File: src/rtl/sc_microsequencer_if.sv
// -----------------------------------------------------------------------------
// sc_microsequencer_if
//
// Purpose:
//   Groups the signals between the microsequencer, its control-store ROM,
//   the memory handshake and the 32-bit register-file/ALU datapath.
//
// Modports:
//   master : the microsequencer side. It drives the control-store address and
//            every datapath control, and receives ROM data, the decode opcode,
//            IR bit 13, the ALU flags and memory ready.
//   slave  : the environment side (ROM + datapath + memory), the mirror of master.
//
// Signals:
//   SC_MICROSEQ_CSAddress_OutBus    control-store address
//   SC_MICROSEQ_CSData_InBus        control-store data, valid one cycle after the address
//   SC_MICROSEQ_DecodeOP_InBus      opcode from the datapath instruction register
//   SC_MICROSEQ_IR13_In             IR bit 13
//   SC_MICROSEQ_Flag*_In            ALU flags N/Z/V/C, active-high
//   SC_MICROSEQ_MemReady_In         memory ready
//   SC_MICROSEQ_Dir{A,B,C}_OutBus   register addresses
//   SC_MICROSEQ_Select{A,B,C}_Out   MIR-vs-scratchpad selects
//   SC_MICROSEQ_ALUOperation_OutBus ALU operation
//   SC_MICROSEQ_RD_Out / _WR_Out    memory read / write strobes
//   SC_MICROSEQ_PSR_OutBus          latched flags {N,Z,V,C}
// -----------------------------------------------------------------------------
interface sc_microsequencer_if #(
  parameter int DATAWIDTH_MIR_DIRECTION = 6,
  parameter int DATAWIDTH_ALU_SELECTION = 4,
  parameter int DATAWIDTH_DECODEROP     = 8,
  parameter int DATAWIDTH_CS_ADDRESS    = 11,
  parameter int DATAWIDTH_MICROWORD     = 41
);

  logic [DATAWIDTH_CS_ADDRESS-1:0]    SC_MICROSEQ_CSAddress_OutBus;
  logic [DATAWIDTH_MICROWORD-1:0]     SC_MICROSEQ_CSData_InBus;
  logic [DATAWIDTH_DECODEROP-1:0]     SC_MICROSEQ_DecodeOP_InBus;
  logic                               SC_MICROSEQ_IR13_In;
  logic                               SC_MICROSEQ_FlagNegative_In;
  logic                               SC_MICROSEQ_FlagZero_In;
  logic                               SC_MICROSEQ_FlagOverflow_In;
  logic                               SC_MICROSEQ_FlagCarry_In;
  logic                               SC_MICROSEQ_MemReady_In;
  logic [DATAWIDTH_MIR_DIRECTION-1:0] SC_MICROSEQ_DirA_OutBus;
  logic [DATAWIDTH_MIR_DIRECTION-1:0] SC_MICROSEQ_DirB_OutBus;
  logic [DATAWIDTH_MIR_DIRECTION-1:0] SC_MICROSEQ_DirC_OutBus;
  logic                               SC_MICROSEQ_SelectA_Out;
  logic                               SC_MICROSEQ_SelectB_Out;
  logic                               SC_MICROSEQ_SelectC_Out;
  logic [DATAWIDTH_ALU_SELECTION-1:0] SC_MICROSEQ_ALUOperation_OutBus;
  logic                               SC_MICROSEQ_RD_Out;
  logic                               SC_MICROSEQ_WR_Out;
  logic [3:0]                         SC_MICROSEQ_PSR_OutBus;

  modport master (
    output SC_MICROSEQ_CSAddress_OutBus,
    input  SC_MICROSEQ_CSData_InBus,
    input  SC_MICROSEQ_DecodeOP_InBus,
    input  SC_MICROSEQ_IR13_In,
    input  SC_MICROSEQ_FlagNegative_In,
    input  SC_MICROSEQ_FlagZero_In,
    input  SC_MICROSEQ_FlagOverflow_In,
    input  SC_MICROSEQ_FlagCarry_In,
    input  SC_MICROSEQ_MemReady_In,
    output SC_MICROSEQ_DirA_OutBus,
    output SC_MICROSEQ_DirB_OutBus,
    output SC_MICROSEQ_DirC_OutBus,
    output SC_MICROSEQ_SelectA_Out,
    output SC_MICROSEQ_SelectB_Out,
    output SC_MICROSEQ_SelectC_Out,
    output SC_MICROSEQ_ALUOperation_OutBus,
    output SC_MICROSEQ_RD_Out,
    output SC_MICROSEQ_WR_Out,
    output SC_MICROSEQ_PSR_OutBus
  );

  modport slave (
    input  SC_MICROSEQ_CSAddress_OutBus,
    output SC_MICROSEQ_CSData_InBus,
    output SC_MICROSEQ_DecodeOP_InBus,
    output SC_MICROSEQ_IR13_In,
    output SC_MICROSEQ_FlagNegative_In,
    output SC_MICROSEQ_FlagZero_In,
    output SC_MICROSEQ_FlagOverflow_In,
    output SC_MICROSEQ_FlagCarry_In,
    output SC_MICROSEQ_MemReady_In,
    input  SC_MICROSEQ_DirA_OutBus,
    input  SC_MICROSEQ_DirB_OutBus,
    input  SC_MICROSEQ_DirC_OutBus,
    input  SC_MICROSEQ_SelectA_Out,
    input  SC_MICROSEQ_SelectB_Out,
    input  SC_MICROSEQ_SelectC_Out,
    input  SC_MICROSEQ_ALUOperation_OutBus,
    input  SC_MICROSEQ_RD_Out,
    input  SC_MICROSEQ_WR_Out,
    input  SC_MICROSEQ_PSR_OutBus
  );

endinterface

File: src/rtl/sc_microsequencer.sv
// -----------------------------------------------------------------------------
// sc_microsequencer
//
// Purpose:
//   Microprogrammed control unit for the 32-bit register-file/ALU datapath.
//   Fetches 41-bit microwords from a synchronous control-store ROM into the
//   MIR, drives the datapath controls from the MIR and sequences to the next
//   control-store address from COND, the PSR, IR bit 13 and the decode opcode.
//   Every microinstruction takes FETCH, LOAD and EXEC (plus MEMWAIT cycles
//   while a memory access waits for ready).
//
// Ports:
//   SC_MICROSEQ_CLOCK_50     in  system clock
//   SC_MICROSEQ_RESET_InLow  in  synchronous, active-low reset
//   SC_MICROSEQ_Step_In      in  single-step request (only with the macro below)
//   bus                      sc_microsequencer_if.master - ROM, datapath and
//                            memory handshake signals
//
// Microword layout, MSB first:
//   A[40:35] AMUX[34] B[33:28] BMUX[27] C[26:21] CMUX[20] RD[19] WR[18]
//   ALU[17:14] COND[13:11] JADDR[10:0]
//
// Configuration:
//   SC_MICROSEQ_SINGLESTEP_EN - when defined, adds SC_MICROSEQ_Step_In and FETCH
//   only advances in a cycle where Step_In is high. When undefined, FETCH
//   always advances.
// -----------------------------------------------------------------------------
module sc_microsequencer #(
  parameter int DATAWIDTH_MIR_DIRECTION = 6,
  parameter int DATAWIDTH_ALU_SELECTION = 4,
  parameter int DATAWIDTH_DECODEROP     = 8,
  parameter int DATAWIDTH_CS_ADDRESS    = 11,
  // Must equal 3*DIR + 3 + 2 + ALU + 3 + CS_ADDRESS.
  parameter int DATAWIDTH_MICROWORD     = 41
) (
  input logic                 SC_MICROSEQ_CLOCK_50,
  input logic                 SC_MICROSEQ_RESET_InLow,
`ifdef SC_MICROSEQ_SINGLESTEP_EN
  input logic                 SC_MICROSEQ_Step_In,
`endif
  sc_microsequencer_if.master bus
);

  localparam int DIR = DATAWIDTH_MIR_DIRECTION;
  localparam int ALU = DATAWIDTH_ALU_SELECTION;
  localparam int CSW = DATAWIDTH_CS_ADDRESS;

  // Bit positions of the microword fields, built up from the LSB.
  localparam int COND_LSB = CSW;
  localparam int ALU_LSB  = COND_LSB + 3;
  localparam int WR_BIT   = ALU_LSB + ALU;
  localparam int RD_BIT   = WR_BIT + 1;
  localparam int CMUX_BIT = RD_BIT + 1;
  localparam int C_LSB    = CMUX_BIT + 1;
  localparam int BMUX_BIT = C_LSB + DIR;
  localparam int B_LSB    = BMUX_BIT + 1;
  localparam int AMUX_BIT = B_LSB + DIR;
  localparam int A_LSB    = AMUX_BIT + 1;

  localparam logic [CSW-1:0] CS_ONE = 1;

  localparam logic [2:0] COND_SEQ    = 3'd0;
  localparam logic [2:0] COND_NEG    = 3'd1;
  localparam logic [2:0] COND_ZERO   = 3'd2;
  localparam logic [2:0] COND_OVF    = 3'd3;
  localparam logic [2:0] COND_CARRY  = 3'd4;
  localparam logic [2:0] COND_IR13   = 3'd5;
  localparam logic [2:0] COND_JUMP   = 3'd6;
  localparam logic [2:0] COND_DECODE = 3'd7;

  typedef enum logic [1:0] {
    ST_FETCH   = 2'd0,
    ST_LOAD    = 2'd1,
    ST_EXEC    = 2'd2,
    ST_MEMWAIT = 2'd3
  } state_t;

  state_t                         state_q, state_d;
  logic [CSW-1:0]                 cs_addr_q, cs_addr_d;
  logic [DATAWIDTH_MICROWORD-1:0] mir_q, mir_d;
  logic [3:0]                     psr_q, psr_d;

  // MIR field views
  logic [DIR-1:0] mir_a, mir_b, mir_c;
  logic           mir_amux, mir_bmux, mir_cmux;
  logic           mir_rd, mir_wr;
  logic [ALU-1:0] mir_alu;
  logic [2:0]     mir_cond;
  logic [CSW-1:0] mir_jaddr;

  assign mir_a     = mir_q[A_LSB +: DIR];
  assign mir_amux  = mir_q[AMUX_BIT];
  assign mir_b     = mir_q[B_LSB +: DIR];
  assign mir_bmux  = mir_q[BMUX_BIT];
  assign mir_c     = mir_q[C_LSB +: DIR];
  assign mir_cmux  = mir_q[CMUX_BIT];
  assign mir_rd    = mir_q[RD_BIT];
  assign mir_wr    = mir_q[WR_BIT];
  assign mir_alu   = mir_q[ALU_LSB +: ALU];
  assign mir_cond  = mir_q[COND_LSB +: 3];
  assign mir_jaddr = mir_q[CSW-1:0];

  logic       step_ok;
  logic       in_exec;
  logic       mem_op;
  logic       mem_ready;
  logic       complete;
  logic [3:0] flags_in;
  logic [CSW-1:0] next_addr;

`ifdef SC_MICROSEQ_SINGLESTEP_EN
  assign step_ok = SC_MICROSEQ_Step_In;
`else
  assign step_ok = 1'b1;
`endif

  assign mem_ready = bus.SC_MICROSEQ_MemReady_In;
  assign flags_in  = {bus.SC_MICROSEQ_FlagNegative_In, bus.SC_MICROSEQ_FlagZero_In,
                      bus.SC_MICROSEQ_FlagOverflow_In, bus.SC_MICROSEQ_FlagCarry_In};

  // EXEC and MEMWAIT both present the MIR to the datapath; the microinstruction
  // completes in EXEC when no access is pending, otherwise in the ready cycle.
  assign in_exec  = (state_q == ST_EXEC) || (state_q == ST_MEMWAIT);
  assign mem_op   = mir_rd | mir_wr;
  assign complete = ((state_q == ST_EXEC) && !(mem_op && !mem_ready)) ||
                    ((state_q == ST_MEMWAIT) && mem_ready);

  // Branch decision uses psr_q, i.e. the flags latched before this cycle's
  // own PSR update.
  always_comb begin
    next_addr = cs_addr_q + CS_ONE;
    case (mir_cond)
      COND_SEQ:    next_addr = cs_addr_q + CS_ONE;
      COND_NEG:    if (psr_q[3]) next_addr = mir_jaddr;
      COND_ZERO:   if (psr_q[2]) next_addr = mir_jaddr;
      COND_OVF:    if (psr_q[1]) next_addr = mir_jaddr;
      COND_CARRY:  if (psr_q[0]) next_addr = mir_jaddr;
      COND_IR13:   if (bus.SC_MICROSEQ_IR13_In) next_addr = mir_jaddr;
      COND_JUMP:   next_addr = mir_jaddr;
      COND_DECODE: next_addr = {1'b1, bus.SC_MICROSEQ_DecodeOP_InBus, 2'b00};
      default:     next_addr = cs_addr_q + CS_ONE;
    endcase
  end

  always_comb begin
    state_d   = state_q;
    cs_addr_d = cs_addr_q;
    mir_d     = mir_q;
    psr_d     = psr_q;
    case (state_q)
      ST_FETCH: begin
        if (step_ok) state_d = ST_LOAD;
      end
      ST_LOAD: begin
        mir_d   = bus.SC_MICROSEQ_CSData_InBus;
        state_d = ST_EXEC;
      end
      ST_EXEC: begin
        if (mem_op && !mem_ready) state_d = ST_MEMWAIT;
        else                      state_d = ST_FETCH;
      end
      ST_MEMWAIT: begin
        if (mem_ready) state_d = ST_FETCH;
      end
      default: state_d = ST_FETCH;
    endcase
    // Only the flag-setting ALU ops (ANDCC/ORCC/NORCC/ADDCC, top two bits 00)
    // update the PSR.
    if (complete) begin
      cs_addr_d = next_addr;
      if (mir_alu[ALU-1 -: 2] == 2'b00) psr_d = flags_in;
    end
  end

  always_ff @(posedge SC_MICROSEQ_CLOCK_50) begin
    if (!SC_MICROSEQ_RESET_InLow) begin
      state_q   <= ST_FETCH;
      cs_addr_q <= '0;
      mir_q     <= '0;
      psr_q     <= 4'b0000;
    end else begin
      state_q   <= state_d;
      cs_addr_q <= cs_addr_d;
      mir_q     <= mir_d;
      psr_q     <= psr_d;
    end
  end

  // DirC/SelectC are only live in the completing cycle: the datapath writes
  // every cycle and register 0 is the non-writable sink. WR yields to RD.
  assign bus.SC_MICROSEQ_CSAddress_OutBus    = cs_addr_q;
  assign bus.SC_MICROSEQ_DirA_OutBus         = in_exec ? mir_a : '0;
  assign bus.SC_MICROSEQ_DirB_OutBus         = in_exec ? mir_b : '0;
  assign bus.SC_MICROSEQ_SelectA_Out         = in_exec & mir_amux;
  assign bus.SC_MICROSEQ_SelectB_Out         = in_exec & mir_bmux;
  assign bus.SC_MICROSEQ_ALUOperation_OutBus = in_exec ? mir_alu : '0;
  assign bus.SC_MICROSEQ_DirC_OutBus         = complete ? mir_c : '0;
  assign bus.SC_MICROSEQ_SelectC_Out         = complete & mir_cmux;
  assign bus.SC_MICROSEQ_RD_Out              = in_exec & mir_rd;
  assign bus.SC_MICROSEQ_WR_Out              = in_exec & mir_wr & ~mir_rd;
  assign bus.SC_MICROSEQ_PSR_OutBus          = psr_q;

endmodule

File: src/flat_wrapper.sv
// flat-port wrapper written by rule: the top's interface ports become plain ports
module sc_microsequencer_flat 
#(
  parameter int DATAWIDTH_MIR_DIRECTION = 6,
  parameter int DATAWIDTH_ALU_SELECTION = 4,
  parameter int DATAWIDTH_DECODEROP     = 8,
  parameter int DATAWIDTH_CS_ADDRESS    = 11,
                                                     
  parameter int DATAWIDTH_MICROWORD     = 41
)
  (SC_MICROSEQ_CLOCK_50, SC_MICROSEQ_RESET_InLow, bus_SC_MICROSEQ_CSAddress_OutBus, bus_SC_MICROSEQ_CSData_InBus, bus_SC_MICROSEQ_DecodeOP_InBus, bus_SC_MICROSEQ_IR13_In, bus_SC_MICROSEQ_FlagNegative_In, bus_SC_MICROSEQ_FlagZero_In, bus_SC_MICROSEQ_FlagOverflow_In, bus_SC_MICROSEQ_FlagCarry_In, bus_SC_MICROSEQ_MemReady_In, bus_SC_MICROSEQ_DirA_OutBus, bus_SC_MICROSEQ_DirB_OutBus, bus_SC_MICROSEQ_DirC_OutBus, bus_SC_MICROSEQ_SelectA_Out, bus_SC_MICROSEQ_SelectB_Out, bus_SC_MICROSEQ_SelectC_Out, bus_SC_MICROSEQ_ALUOperation_OutBus, bus_SC_MICROSEQ_RD_Out, bus_SC_MICROSEQ_WR_Out, bus_SC_MICROSEQ_PSR_OutBus);
  sc_microsequencer_if #(.DATAWIDTH_MIR_DIRECTION(DATAWIDTH_MIR_DIRECTION), .DATAWIDTH_ALU_SELECTION(DATAWIDTH_ALU_SELECTION), .DATAWIDTH_DECODEROP(DATAWIDTH_DECODEROP), .DATAWIDTH_CS_ADDRESS(DATAWIDTH_CS_ADDRESS), .DATAWIDTH_MICROWORD(DATAWIDTH_MICROWORD)) bus_i ();
  input logic SC_MICROSEQ_CLOCK_50;
  input logic SC_MICROSEQ_RESET_InLow;
  output wire logic [$bits(bus_i.SC_MICROSEQ_CSAddress_OutBus)-1:0] bus_SC_MICROSEQ_CSAddress_OutBus;
  input wire logic [$bits(bus_i.SC_MICROSEQ_CSData_InBus)-1:0] bus_SC_MICROSEQ_CSData_InBus;
  input wire logic [$bits(bus_i.SC_MICROSEQ_DecodeOP_InBus)-1:0] bus_SC_MICROSEQ_DecodeOP_InBus;
  input wire logic [$bits(bus_i.SC_MICROSEQ_IR13_In)-1:0] bus_SC_MICROSEQ_IR13_In;
  input wire logic [$bits(bus_i.SC_MICROSEQ_FlagNegative_In)-1:0] bus_SC_MICROSEQ_FlagNegative_In;
  input wire logic [$bits(bus_i.SC_MICROSEQ_FlagZero_In)-1:0] bus_SC_MICROSEQ_FlagZero_In;
  input wire logic [$bits(bus_i.SC_MICROSEQ_FlagOverflow_In)-1:0] bus_SC_MICROSEQ_FlagOverflow_In;
  input wire logic [$bits(bus_i.SC_MICROSEQ_FlagCarry_In)-1:0] bus_SC_MICROSEQ_FlagCarry_In;
  input wire logic [$bits(bus_i.SC_MICROSEQ_MemReady_In)-1:0] bus_SC_MICROSEQ_MemReady_In;
  output wire logic [$bits(bus_i.SC_MICROSEQ_DirA_OutBus)-1:0] bus_SC_MICROSEQ_DirA_OutBus;
  output wire logic [$bits(bus_i.SC_MICROSEQ_DirB_OutBus)-1:0] bus_SC_MICROSEQ_DirB_OutBus;
  output wire logic [$bits(bus_i.SC_MICROSEQ_DirC_OutBus)-1:0] bus_SC_MICROSEQ_DirC_OutBus;
  output wire logic [$bits(bus_i.SC_MICROSEQ_SelectA_Out)-1:0] bus_SC_MICROSEQ_SelectA_Out;
  output wire logic [$bits(bus_i.SC_MICROSEQ_SelectB_Out)-1:0] bus_SC_MICROSEQ_SelectB_Out;
  output wire logic [$bits(bus_i.SC_MICROSEQ_SelectC_Out)-1:0] bus_SC_MICROSEQ_SelectC_Out;
  output wire logic [$bits(bus_i.SC_MICROSEQ_ALUOperation_OutBus)-1:0] bus_SC_MICROSEQ_ALUOperation_OutBus;
  output wire logic [$bits(bus_i.SC_MICROSEQ_RD_Out)-1:0] bus_SC_MICROSEQ_RD_Out;
  output wire logic [$bits(bus_i.SC_MICROSEQ_WR_Out)-1:0] bus_SC_MICROSEQ_WR_Out;
  output wire logic [$bits(bus_i.SC_MICROSEQ_PSR_OutBus)-1:0] bus_SC_MICROSEQ_PSR_OutBus;
  assign bus_SC_MICROSEQ_CSAddress_OutBus = bus_i.SC_MICROSEQ_CSAddress_OutBus;
  assign bus_i.SC_MICROSEQ_CSData_InBus = bus_SC_MICROSEQ_CSData_InBus;
  assign bus_i.SC_MICROSEQ_DecodeOP_InBus = bus_SC_MICROSEQ_DecodeOP_InBus;
  assign bus_i.SC_MICROSEQ_IR13_In = bus_SC_MICROSEQ_IR13_In;
  assign bus_i.SC_MICROSEQ_FlagNegative_In = bus_SC_MICROSEQ_FlagNegative_In;
  assign bus_i.SC_MICROSEQ_FlagZero_In = bus_SC_MICROSEQ_FlagZero_In;
  assign bus_i.SC_MICROSEQ_FlagOverflow_In = bus_SC_MICROSEQ_FlagOverflow_In;
  assign bus_i.SC_MICROSEQ_FlagCarry_In = bus_SC_MICROSEQ_FlagCarry_In;
  assign bus_i.SC_MICROSEQ_MemReady_In = bus_SC_MICROSEQ_MemReady_In;
  assign bus_SC_MICROSEQ_DirA_OutBus = bus_i.SC_MICROSEQ_DirA_OutBus;
  assign bus_SC_MICROSEQ_DirB_OutBus = bus_i.SC_MICROSEQ_DirB_OutBus;
  assign bus_SC_MICROSEQ_DirC_OutBus = bus_i.SC_MICROSEQ_DirC_OutBus;
  assign bus_SC_MICROSEQ_SelectA_Out = bus_i.SC_MICROSEQ_SelectA_Out;
  assign bus_SC_MICROSEQ_SelectB_Out = bus_i.SC_MICROSEQ_SelectB_Out;
  assign bus_SC_MICROSEQ_SelectC_Out = bus_i.SC_MICROSEQ_SelectC_Out;
  assign bus_SC_MICROSEQ_ALUOperation_OutBus = bus_i.SC_MICROSEQ_ALUOperation_OutBus;
  assign bus_SC_MICROSEQ_RD_Out = bus_i.SC_MICROSEQ_RD_Out;
  assign bus_SC_MICROSEQ_WR_Out = bus_i.SC_MICROSEQ_WR_Out;
  assign bus_SC_MICROSEQ_PSR_OutBus = bus_i.SC_MICROSEQ_PSR_OutBus;
  sc_microsequencer #(.DATAWIDTH_MIR_DIRECTION(DATAWIDTH_MIR_DIRECTION), .DATAWIDTH_ALU_SELECTION(DATAWIDTH_ALU_SELECTION), .DATAWIDTH_DECODEROP(DATAWIDTH_DECODEROP), .DATAWIDTH_CS_ADDRESS(DATAWIDTH_CS_ADDRESS), .DATAWIDTH_MICROWORD(DATAWIDTH_MICROWORD)) u_core (.SC_MICROSEQ_CLOCK_50(SC_MICROSEQ_CLOCK_50), .SC_MICROSEQ_RESET_InLow(SC_MICROSEQ_RESET_InLow), .bus(bus_i));
endmodule
File: config.mk
export PLATFORM = sky130hd
export DESIGN_NAME = sc_microsequencer_flat
export DESIGN_NICKNAME = d
export VERILOG_FILES = /design/src/rtl/sc_microsequencer_if.sv /design/src/rtl/sc_microsequencer.sv /design/src/flat_wrapper.sv
export SDC_FILE = /design/constraint.sdc
export NUM_CORES = 1
export LEC_CHECK = 0
export CAP_MARGIN = 20
export CORE_MARGIN = 2
export CORE_UTILIZATION = 40
export CTS_BUF_LIST = sky130_fd_sc_hd__clkbuf_8
export CTS_CLUSTER_DIAMETER = 60
export CTS_CLUSTER_SIZE = 20
export DETAILED_ROUTE_END_ITERATION = 8
export PLACE_DENSITY = 0.83
export SYNTH_ARGS = -nofsm -noshare
export SYNTH_HDL_FRONTEND = slang
export SYNTH_SLANG_ARGS = --single-unit
File: constraint.sdc
create_clock -name SC_MICROSEQ_CLOCK_50 -period 2.3 [get_ports SC_MICROSEQ_CLOCK_50]
set_input_delay 0.23 -clock SC_MICROSEQ_CLOCK_50 [delete_from_list [all_inputs] [get_ports SC_MICROSEQ_CLOCK_50]]
set_output_delay 0.23 -clock SC_MICROSEQ_CLOCK_50 [all_outputs]
set_load 0.01 [all_outputs]
**After elaboration in Yosys (flattened, before gate mapping)**

Cells that the tools add are included.

- Add/subtract/negate cells: 1
- Eq/ne operators: 11
- Mux-type cells: 13
- Bitwise logic cells: 8
- Reductions and logical operators: 11

Operators with widths:

| cell | count |
|---|---|
| $pmux W11 S8 | 1 |
| $mux W11 | 5 |
| $mux W6 | 3 |
| $eq A3 B3 Y1 const B | 4 |
| $add A11 B1 Y11 const B | 1 |
| $pmux W2 S4 | 1 |
| $and A1 B1 Y1 | 6 |
| $eq A3 B2 Y1 const B | 2 |
| $eq A2 B2 Y1 const B | 2 |
| $logic_not A2 Y1 | 2 |
| $mux W2 | 2 |
| $mux W4 | 1 |
| $eq A3 B1 Y1 const B | 1 |
| $logic_and A1 B1 Y1 | 3 |
| $logic_not A3 Y1 | 1 |
| $eq A2 B1 Y1 const B | 1 |
| $logic_not A1 Y1 | 2 |
| $logic_or A1 B1 Y1 | 2 |
| $ne A2 B2 Y1 const B | 1 |
| $reduce_and A2 Y1 | 1 |
| $not A1 Y1 | 1 |
| $or A1 B1 Y1 | 1 |

- Register bits after elaboration: 58
- Bits of input ports: 57
- Output and inout bits: 42
- Word-level logic and storage cells: 48

**Longest topological paths before layout**

- Depth after elaboration: 6
- Mapped depth: 7
- Gate-level depth less buffers: 6

**Worst setup path after synthesis**

Ideal clock, no wire load.

- Kind: register to register
- Start: reg u_core.mir_q[13]
- End: reg u_core.cs_addr_q[4], in the netlist u_core.bus.SC_MICROSEQ_CSAddress_OutBus[4]
- Library setup time: 77 ps
- Arrival time: 2008 ps
- Required time: 2223 ps
- Slack: 215 ps
- Stages on the path, launching flop included: 7
- Path buffers: 1
- Clock period less this slack: 2085 ps
- Path through: dfxtp_1 -> mux2_4 -> a21o_1 -> or3_1 -> buf_2 -> or4_1 -> a41oi_2

- Word-level cells in the longest chain between the ends: 2
- Elaborated cells between the ends (all ways): 9
- Classes of those cells: eq/ne: 7; mux: 1; reduce/logical: 1

RTL lines:

| item | RTL line | RTL |
|---|---|---|
| start: declaration | sc_microsequencer.sv:80 | `logic [DATAWIDTH_MICROWORD-1:0] mir_q, mir_d;` |
| start signal: assignment | sc_microsequencer.sv:184 | `mir_q <= mir_d;` |
| $eq A3 B3 Y1, or another cell as far along | sc_microsequencer.sv:132 | `case (mir_cond)` |
| $pmux W11 S8 (*) | sc_microsequencer.sv:132 |  |
| end signal: assignment | sc_microsequencer.sv:183 | `cs_addr_q <= cs_addr_d;` |
| end: declaration | sc_microsequencer.sv:79 | `logic [CSW-1:0] cs_addr_q, cs_addr_d;` |

Every way passes the cells marked *; elsewhere a longest branch is shown, timed or not.
A chain may end at the register's enable or synchronous reset.

**Worst setup path in the final report**

Ends and elaborated chain as after synthesis.

==> impl_metrics.env <==
export IMPL_status="completed"
export IMPL_place_port_buffers=98
export IMPL_final_cell_mix="clkdlybuf4s50_1, nand2_1, dfxtp_1, a21oi_1, and2_1"
export IMPL_synthesis_nets=418
export IMPL_dp_hpwl_um=5150
export IMPL_track_usage=0.195
export IMPL_antenna_found_initial=0
export IMPL_ctsResizeCount=0
export IMPL_vias=2861
export IMPL_die_area_mm2=0.00752
export IMPL_synth_simple_area_share=0.295
export IMPL_synthDistinctLibCells=47
export IMPL_setup_violations=0
export IMPL_critPathCaptureType="register"
export IMPL_synth_edf_count=0
export IMPL_hold_viol_final=0
export IMPL_layout_commonest_cell="clkdlybuf4s50_1"
export IMPL_synth_async_reset_ratio=0
export IMPL_hold_slack_ns=0.446
export IMPL_critical_path_top_delay_family="simple AND/OR/NAND/NOR gates"
export IMPL_place_worst_setup_slack_ns=0.0307
export IMPL_slowest_stage="or4_1"
export IMPL_cp_data_required_time_ns=2.56
export IMPL_ys_flop_type="dfxtp_1"
export IMPL_die_x_um=86.7
export IMPL_drc_errors=0
export IMPL_cp_max_fo=8
export IMPL_nNetsFinal=513
export IMPL_max_slew_margin=0.637
export IMPL_ant_nets=0
export IMPL_stdcell_count=540
export IMPL_final_util=0.603
export IMPL_cts_tree="yes"
export IMPL_drt_initial_drc_count=120
export IMPL_synthMuxAreaShare=0.0238
export IMPL_rsz0062_at_grt="false"
export IMPL_fin_ws_ns=0.144
export IMPL_overflow=0
export IMPL_avgRoutedWirePerCell_um=13.6
export IMPL_grt_pass1_vias=2577
export IMPL_place_gp_congestion=0.826
export IMPL_initial_utilization=0.407
export IMPL_ys_ff_latch=58
export IMPL_clkLatencyLatePin_ns=0.33
export IMPL_skew_ns=0.00568
export IMPL_final_layout_size_suffix_gt1_frac=0.0739
export IMPL_worstSetupPathType="reg2reg"
export IMPL_crit_arrival_ns=2.41
export IMPL_path_cells="mux2_4, a21o_1, or3_1, or4_1, a41oi_2"
export IMPL_chipHeight_um=86.7
export IMPL_clk_pin_slew_ns=0.07
export IMPL_seq_power_share=0.428
export IMPL_path_buf_inv=0
export IMPL_critPathLaunchType="register"
export IMPL_synth_adder_area_share=0.00457
export IMPL_dp_cells=524
export IMPL_hp_class="in2reg"
export IMPL_tightest_slew_ns=0.544
export IMPL_p_leak_nw=1.48
export IMPL_min_period_ns=2.16
export IMPL_n_antenna_cell=0
export IMPL_avgSynthCellArea_um2=7.60
export IMPL_internal_power_mw=1.99
export IMPL_maxSlewViolCount=0
export IMPL_synth_xor_area_frac=0
export IMPL_grt_pass1_wl_um=11800
export IMPL_swShare=0.249
export IMPL_vdd_ir_drop_max_mv=0.349
export IMPL_htree_num_levels=3
export IMPL_wirelength_um=7340
export IMPL_firstDrtPassIters=5
export IMPL_ios=99
export IMPL_min_period_over_period=0.938
export IMPL_cts_setup_buffers=0
export IMPL_combPwrFrac=0.161
export IMPL_synth_top_family_by_area="simple AND/OR/NAND/NOR gates"
export IMPL_seq_area_frac_synth=0.425
export IMPL_synth_compound_area_frac=0.211
export IMPL_viasPerCell=5.30
export IMPL_area_growth_synth_to_final_pct=48.1
export IMPL_timing_setup_tns_ns=0
export IMPL_p_total_mw=2.65
export IMPL_cellPowerDensity_mw_per_mm2=655
export IMPL_synthesis_area_mm2=0.00274
export IMPL_clock_sinks=58
export IMPL_cts_buffers=9
export IMPL_grt_max_degree=52
export IMPL_syn_inst=360
export IMPL_nFillCells=599
export IMPL_holdBufCountCts=0
export IMPL_core_rowCount=30
export IMPL_clock_path_buffers=2
export IMPL_fmax_ghz=0.464
export IMPL_place_area_mm2=0.00381
export IMPL_critPathMaxStageDelay_ns=0.51
export IMPL_fin_area_mm2=0.00405
export IMPL_core_area_mm2=0.00672
export IMPL_clock_power_share=0.412
export IMPL_yosys_warnings=0
export IMPL_drv_cap=0
export IMPL_ctsRootBufferMaster="clkbuf_8"
export IMPL_switchingPower_mw=0.661
[cell type report]
type                       count  area [um2]  area share
clock buffer                  12         165      0.0408
clock inverter                 4        72.6      0.0179
inverter                       3        11.3     0.00278
multi-input combinational    273        1470       0.363
sequential                    58        1160       0.287
tap                           80         100      0.0247
timing repair buffer         110        1070       0.264
[worst register-to-register path, stage by stage, from the launching register on]
cell and delay, ns:
dfxtp_1 0.46, mux2_4 0.33, a21o_1 0.19, or3_1 0.43
or4_1 0.51, a41oi_2 0.17
[logic make-up (layout without fill, tap and decap cells)]
family / Yosys count / count (layout)
flip-flops: 58 / 58
adder cells (fa/ha/maj): 1 / 1
AND/OR/NAND/NOR: 170 / 170
multiplexers: 6 / 6
buffers and inverters: 29 / 129
AO/OA/AOI/OAI: 96 / 96
[registers in the layout, indices dropped and copies added (netlist names)]
signal,cells
u_core.mir_q,41
u_core.bus.SC_MICROSEQ_CSAddress_OutBus,11
u_core.bus.SC_MICROSEQ_PSR_OutBus,4
u_core.state_q,2
[worst paths after layout]
check                                   from                                                       to  slack, ns  cells after the start
min reg2reg    u_core.mir_q[39]$_SDFFE_PN0N_                            u_core.mir_q[39]$_SDFFE_PN0N_       0.45                      2
max reg2reg    u_core.mir_q[13]$_SDFFE_PN0N_  u_core.bus.SC_MICROSEQ_CSAddress_OutBus[4]$_SDFFE_PN0N_       0.14                      5
max            u_core.mir_q[13]$_SDFFE_PN0N_  u_core.bus.SC_MICROSEQ_CSAddress_OutBus[4]$_SDFFE_PN0N_       0.14                      5
min          bus_SC_MICROSEQ_CSData_InBus[2]                             u_core.mir_q[2]$_SDFFE_PN0N_       0.45                      3
[layer usage]
metal	vias up	track usage	share of wire
li1	1422	-	-
met1	1306	0.247	0.44
met2	118	0.329	0.47
met3	15	0.0438	0.072
met4	0	0.0653	0.013
met5	-	0	0
[power by group through the flow]
stage	clock network [mW]	registers, mW	logic [mW]
2_1_floorplan	0	1.14	0.230
3_3_place_gp	0	1.15	0.420
4_1_cts	1.12	1.13	0.431
3_5_place_dp	0	1.16	0.428
6_report	1.09	1.13	0.426
5_1_grt	1.16	1.14	0.472
[cells in the mapped netlist, drive strengths merged (2+ instances only)]
cell	count	area, um2
a21o	5	37.5
a21oi	48	240
a221oi	3	26.3
a22oi	2	15.0
a31oi	4	25.0
and2	27	169
and3	2	12.5
buf	3	15.0
clkbuf	23	86.3
dfxtp	58	1160
inv	2	7.51
mux2i	5	50.1
nand2	94	353
nand2b	4	25.0
nand3	5	25.0
nand4	3	18.8
nor2	12	45.0
nor2b	4	25.0
nor3	5	25.0
nor3b	2	15.0
nor4bb	2	20.0
o211ai	3	22.5
o21a	2	15.0
o21ai	18	90.1
or3	2	12.5
or4	2	15.0
Power figures use the tool's default switching activity.
